===== config.mk =====
export PLATFORM = sky130hd
export DESIGN_NAME = nibble_serial_adder
export DESIGN_NICKNAME = d
export VERILOG_FILES = /design/src/rtl/nibble_serial_adder.sv
export SDC_FILE = /design/constraint.sdc
export NUM_CORES = 1
export LEC_CHECK = 0
export CAP_MARGIN = 25
export CORE_MARGIN = 4
export CORE_UTILIZATION = 39
export CTS_BUF_LIST = sky130_fd_sc_hd__clkbuf_16
export CTS_CLUSTER_SIZE = 16
export DETAILED_ROUTE_END_ITERATION = 16
export RECOVER_POWER = 100
export SLEW_MARGIN = 25
export SYNTH_ARGS = -nofsm -noshare
export SYNTH_HDL_FRONTEND = slang
export SYNTH_SLANG_ARGS = --single-unit

===== constraint.sdc =====
create_clock -name clk -period 2 [get_ports clk]
set_input_delay 0.4 -clock clk [delete_from_list [all_inputs] [get_ports clk]]
set_output_delay 0.4 -clock clk [all_outputs]
set_load 0.005 [all_outputs]

===== src/rtl/nibble_serial_adder.sv =====
// Serial adder/subtractor: one 4-bit nibble per clock, LSB nibble first, with valid/ready on both sides.
// Optional macro NSA_OVF_EN adds the signed-overflow output ovf.
module nibble_serial_adder #(
  parameter int WIDTH = 16
) (
  input  logic             clk,
  input  logic             rst_n,
  input  logic             in_valid,
  output logic             in_ready,
  input  logic [WIDTH-1:0] a,
  input  logic [WIDTH-1:0] b,
  input  logic             cin,
  input  logic             sub,
  output logic             out_valid,
  input  logic             out_ready,
  output logic [WIDTH-1:0] s,
  output logic             cout
`ifdef NSA_OVF_EN
  ,
  output logic             ovf
`endif
);

  localparam int NIBS = WIDTH / 4;
  localparam int CW   = $clog2(NIBS);

  typedef enum logic [1:0] {IDLE, RUN, DONE} state_t;

  state_t           state, state_next;
  logic [CW-1:0]    cnt;
  logic [WIDTH-1:0] a_reg, b_reg;
  logic             carry;
  logic [4:0]       nib_sum;
  logic             last_nib;
  logic             in_fire;

  assign nib_sum  = {1'b0, a_reg[3:0]} + {1'b0, b_reg[3:0]} + {4'b0, carry};
  assign last_nib = (cnt == CW'(NIBS - 1));
  assign in_fire  = in_valid && (state == IDLE);

  always_ff @(posedge clk or negedge rst_n) begin
    if (!rst_n) state <= IDLE;
    else        state <= state_next;
  end

  always_comb begin
    state_next = state;
    in_ready   = 1'b0;
    out_valid  = 1'b0;
    case (state)
      IDLE: begin
        in_ready = 1'b1;
        if (in_valid) state_next = RUN;
      end
      RUN: begin
        if (last_nib) state_next = DONE;
      end
      DONE: begin
        out_valid = 1'b1;
        if (out_ready) state_next = IDLE;
      end
      default: state_next = IDLE;
    endcase
  end

  // s/cout live apart from the working carry so the last result survives the next capture
  always_ff @(posedge clk or negedge rst_n) begin
    if (!rst_n) begin
      cnt   <= '0;
      a_reg <= '0;
      b_reg <= '0;
      carry <= 1'b0;
      s     <= '0;
      cout  <= 1'b0;
    end else if (in_fire) begin
      cnt   <= '0;
      a_reg <= a;
      b_reg <= b ^ {WIDTH{sub}};
      carry <= sub | cin;
    end else if (state == RUN) begin
      s     <= {nib_sum[3:0], s[WIDTH-1:4]};
      a_reg <= {4'b0, a_reg[WIDTH-1:4]};
      b_reg <= {4'b0, b_reg[WIDTH-1:4]};
      carry <= nib_sum[4];
      cout  <= nib_sum[4];
      if (!last_nib) cnt <= cnt + 1'b1;
    end
  end

`ifdef NSA_OVF_EN
  logic [3:0] low_sum;

  // carry into the nibble's top bit; the last RUN cycle leaves the top nibble's value
  assign low_sum = {1'b0, a_reg[2:0]} + {1'b0, b_reg[2:0]} + {3'b0, carry};

  always_ff @(posedge clk or negedge rst_n) begin
    if (!rst_n)              ovf <= 1'b0;
    else if (state == RUN)   ovf <= low_sum[3] ^ nib_sum[4];
  end
`endif

endmodule


==> Word level (Yosys, flattened, before mapping) <==
Cells that the tools add are included.
{ "word_totals": {"ff_bits": 54, "input_bits": 38, "elab_cells": 41} }
{ "op_classes": {"n_addsub": 3, "n_eq_ne": 7, "mux": 15, "n_bitwise": 3, "reduce_logical": 6} }
{ "ops": {"columns": ["op", "n"], "rows": [
  ["16-bit 2-to-1 mux", 4],
  ["16-bit bitwise XOR", 1],
  ["2-bit 2-to-1 mux", 6],
  ["2-bit inequality test, second input constant", 3],
  ["2-bit case mux with 3 select lines", 1],
  ["4-bit by 4-bit adder with 5-bit output", 1],
  ["5-bit by 1-bit adder with 5-bit output", 1],
  ["2-bit == test, second input constant", 2],
  ["1-bit 2-to-1 mux", 4],
  ["2-bit AND reduction", 2],
  ["3-bit AND reduction", 1],
  ["2-bit by 1-bit adder with 2-bit output, second input constant", 1],
  ["2-bit by 1-bit == test with 1-bit output, second input constant", 1],
  ["2-bit logical NOT", 1],
  ["2-bit by 1-bit inequality test with 1-bit output, second input constant", 1],
  ["2-bit nonzero test", 1],
  ["1-bit logical AND", 1],
  ["1-bit inverter", 1],
  ["1-bit bitwise OR", 1]
]} }

==> Logic depth before layout (Yosys ltp) <==
{ "logic_depth": {"depth_word": 4, "ltp_mapped": 6, "mapped_depth_nobuf": 5} }

==> Worst setup path before layout <==
No wires, ideal clock.
{ "synth_path": {"path_type": "reg-to-reg", "from": "register a_reg[0]", "to": "register carry", "arrival_time_ns": 1.727, "required_ns": 1.869, "setup_slack_ns": 0.142, "path_stages_with_launch": 6, "path_buffers": 0, "synth_period_minus_slack_ns": 1.858, "path_cell_list": "dfrtp_1 fa_1 fa_1 a21o_1 a211oi_1 nor3_1"} }
{ "synth_via": {"elab_chain_cells": 4} }
{ "synth_lines": {"columns": ["element", "line_no", "source"], "rows": [
  ["from (decl)", "31", "logic [WIDTH-1:0] a_reg, b_reg;"],
  ["from (signal assigned)", "82", "a_reg <= {4'b0, a_reg[WIDTH-1:4]};"],
  ["4-bit by 4-bit adder with 5-bit output", "37", "assign nib_sum = {1'b0, a_reg[3:0]} + {1'b0, b_reg[3:0]} + {4'b0, carry};"],
  ["5-bit by 1-bit adder with 5-bit output", "37", null],
  ["1-bit 2-to-1 mux", "80", "end else if (state == RUN) begin"],
  ["1-bit 2-to-1 mux", "75", "end else if (in_fire) begin"],
  ["to (signal assigned)", "79", "carry <= sub | cin;"],
  ["to (signal assigned)", "84", "carry <= nib_sum[4];"],
  ["to (decl)", "32", "logic carry;"]
]} }
No other way between the ends. The select of a mux whose other input is x is not followed.
A chain may end at the register's enable or synchronous reset.

==> Worst setup path in the final report <==
{ "layout_path": {"from": "register state[0]", "to": "output out_valid"} }
{ "layout_via": {"elab_chain_cells": 2} }
{ "layout_lines": {"columns": ["element", "line_no", "source"], "rows": [
  ["from (decl)", "29", "state_t state, state_next;"],
  ["from (signal assigned)", "43", "else state <= state_next;"],
  ["2-bit == test", "50", "case (state)"],
  ["1-bit 2-to-1 mux", "50", null],
  ["to (decl)", "14", "output logic out_valid,"]
]} }
No other way between the ends.

==> results.sh <==
export IMPL_min_delay_path_class="in -> async"
export IMPL_clock_root_buffer="sky130_fd_sc_hd__clkbuf_16"
export IMPL_detail_route_first_pass_iterations=4
export IMPL_htree_levels=2
export IMPL_grt_max_degree=39
export IMPL_dp_cells=398
export IMPL_clk_transition_reported_paths_ps=70
export IMPL_final_cell_area_um2=3330
export IMPL_worst_endpoint_arrival_ps=1460
export IMPL_final_hold_violation_count=0
export IMPL_max_cap_viol_count=0
export IMPL_initialDrtViolationCount=108
export IMPL_fp_dieH_um=89.2
export IMPL_syn_instance_count=275
export IMPL_critical_path_required_ps=1600
export IMPL_relSlewSlack_pct=15.6
export IMPL_layout_commonest_cell="sky130_fd_sc_hd__nand2_1"
export IMPL_globalRouteOverflowTotal=0
export IMPL_comb_power_share_pct=43.8
export IMPL_wirelength_um=5280
export IMPL_num_rows=29
export IMPL_num_nets_final=372
export IMPL_pre_cts_ws_ps=-16.1
export IMPL_setup_repair_after_global_routing_missed_its_margin="no"
export IMPL_max_freq_mhz=537
export IMPL_static_leakage_power_nw=1.57
export IMPL_route_detailed_drc=0
export IMPL_clock_power_share_pct=16.5
export IMPL_postSynth_topFlopCell="sky130_fd_sc_hd__dfrtp_1"
export IMPL_grt_pass1_vias=2021
export IMPL_critical_path_max_fanout=10
export IMPL_synth_distinct_cells=33
export IMPL_drt_met1_wl_um=2470
export IMPL_max_rail_drop_vdd_uv=759
export IMPL_ctsLongestPathBuffers=2
export IMPL_worst_slack_ps=139
export IMPL_port_buffer_count=56
export IMPL_mappedNetlistArea_um2=2570
export IMPL_die_area_um2=7960
export IMPL_instances_no_fill=406
export IMPL_cts_made_buffers=5
export IMPL_status="complete, no violations"
export IMPL_routed_wire_length_per_instance_um=13.0
export IMPL_cp_startpoint_kind="flop"
export IMPL_area_growth_syn_to_layout_pct=29.5
export IMPL_synth_edf_count=0
export IMPL_power_switching_fraction_pct=37.7
export IMPL_worstRegToRegCells=5
export IMPL_slew_worst_pin_ps=1270
export IMPL_postRouteAntennaNets=0
export IMPL_path_cells="nor2b_1, clkdlybuf4s50_1"
export IMPL_met3RoutedLength_um=262
export IMPL_fraction_of_registers_with_async_set_reset_pct=100
export IMPL_seqPwrFrac_pct=39.7
export IMPL_ys_warnings_count=0
export IMPL_floorplan_initialDensity_pct=40.3
export IMPL_timing_critical_path_slowest_stage_cell="sky130_fd_sc_hd__clkdlybuf4s50_1"
export IMPL_route_top_layer_used="met4"
export IMPL_num_vias=2043
export IMPL_internal_power_w=0.00307
export IMPL_mappedNetlistNets=319
export IMPL_mostFrequentLayoutCells="sky130_fd_sc_hd__nand2_1 (101), sky130_fd_sc_hd__dfrtp_1 (52), sky130_fd_sc_hd__clkdlybuf4s50_1 (36)"
export IMPL_setup_violations_final=0
export IMPL_net_switching_power_w=0.00185
export IMPL_place_hpwl_um=3780
export IMPL_routability_congestion_estimate=0.777
export IMPL_syn_mean_instance_area_um2=9.35
export IMPL_setup_worst_path_class="reg -> out"
export IMPL_cts_tree="yes"
export IMPL_post_drt_via_cell_ratio=5.03
export IMPL_synth_seq_cells=54
export IMPL_detailroute_wirelength_met2_um=2490
export IMPL_antenna_found_initial=0
export IMPL_post_route_min_period_ps=1860
export IMPL_holdWs_ps=366
export IMPL_first_pass_grt_wire_length_um=9100
export IMPL_die_width_um=89.2
export IMPL_timing_critical_path_slowest_cell_delay_ps=530
export IMPL_final_min_period_over_clock_period_pct=93.1
export IMPL_placed_area_um2=3220
export IMPL_drive_above_1_share_pct=5.78
export IMPL_cts_sink_count=54
export IMPL_setup_repair_bufs_after_cts=0
export IMPL_core_area_um2=6390
export IMPL_maxSlewViolCount=0
export IMPL_globalRouteTotalUtil_pct=14.8
export IMPL_setup_worst_path_end_class="output port"
export IMPL_ios=57
export IMPL_worstSkewPairLatency_ps=290
export IMPL_final_setup_skew_ps=4.06
export IMPL_power_density_cell_area_nw_per_um2=1480
export IMPL_synth_seq_area_share_pct=52.6
export IMPL_diodes=0
-- critical path, delay by kind of cell (launching register included) --
family | cells | cell delay [ps]
buf+inv | 1 | 530
flops | 1 | 480
simple gates | 1 | 170
-- area by class of cell --
class / instances / area (µm²)
Timing Repair Buffer: 65 / 639
Fill cell: 617 / 3060
Tap cell: 77 / 96.3
Inverter: 2 / 7.51
Sequential cell: 54 / 1350
Clock buffer: 5 / 125
Multi-Input combinational cell: 200 / 1090
Clock inverter: 3 / 12.5
-- cell usage after synthesis (2+ instances only) --
cell type                  instances  area, µm²
sky130_fd_sc_hd__xnor2_1           6       52.6
sky130_fd_sc_hd__nor3_1            3       15.0
sky130_fd_sc_hd__a31oi_1          12       75.1
sky130_fd_sc_hd__a21oi_1           2       10.0
sky130_fd_sc_hd__nor2_1           16       60.1
sky130_fd_sc_hd__nand2_1         101        379
sky130_fd_sc_hd__nor4bb_1          2       20.0
sky130_fd_sc_hd__buf_4             2       15.0
sky130_fd_sc_hd__o21ai_2           3       26.3
sky130_fd_sc_hd__a22oi_1          12       90.1
sky130_fd_sc_hd__nor2b_1           2       12.5
sky130_fd_sc_hd__ha_1              4       50.1
sky130_fd_sc_hd__buf_6             4       45.0
sky130_fd_sc_hd__clkbuf_1          4       15.0
sky130_fd_sc_hd__xor2_1           12        105
sky130_fd_sc_hd__o21ai_0           4       20.0
sky130_fd_sc_hd__buf_2             8       40.0
sky130_fd_sc_hd__fa_1              2       40.0
sky130_fd_sc_hd__dfrtp_1          54       1350
sky130_fd_sc_hd__nand3_1           8       40.0
sky130_fd_sc_hd__inv_1             2       7.51
-- power by group through the flow --
stage	clock network [W]	logic, W	registers [W]
final	0.000813	0.00215	0.00195
after global routing	0.000885	0.00252	0.00202
after CTS	0.000843	0.00231	0.00196
after detailed placement	0	0.00231	0.00198
after global placement	0	0.00226	0.00197
after floorplan	0	0.00154	0.00187
-- path summary, 6_finish.rpt --
| path | slack, ps | end | start |
|---|---|---|---|
| max | 140 | out_valid | state[0] |
| min | 370 | s[5] | rst_n |
| max reg2reg | 140 | carry | a_reg[0] |
| min reg2reg | 470 | s[0] | s[0] |
| max in group asynchronous | 790 | state[0] | rst_n |
| min in group clk | 470 | s[0] | s[0] |
-- per-layer routing --
layer,track usage (%),vias to the layer above
met1,19.6,980
met3,4.15,4
met5,0,-
li1,-,1009
met2,23.7,50
met4,4.06,0
-- what timing repair did --
| action | CTS | global route |
|---|---|---|
| hold buffers | 0 | 0 |
| setup endpoints to repair | 0 | 3 |
| resized for setup | 0 | 3 |
-- logic make-up (layout without fill, tap and decap cells) --
logic type	after synthesis	after routing	synth area share, %
buffers and inverters	21	75	4.91
XOR/XNOR	18	18	6.13
AND/OR/NAND/NOR	137	137	22.4
AO/OA/AOI/OAI	39	39	10.5
adder cells (fa/ha/maj)	6	6	3.50
flip-flops	54	54	52.6
-- through the flow --
| step | setup TNS, ps | total power (W) | util, % |
|---|---|---|---|
| 2_1_floorplan | 0 | 0.00341 | - |
| 3_3_place_gp | 0 | 0.00423 | 50.4 |
| 3_5_place_dp | -16.1 | 0.00429 | 50.4 |
| 4_1_cts | 0 | 0.00511 | 52.5 |
| 5_1_grt | 0 | 0.00543 | 52.1 |
| 6_report | 0 | 0.00492 | 52.1 |
Note: power is estimated with default switching activity, not from simulation.
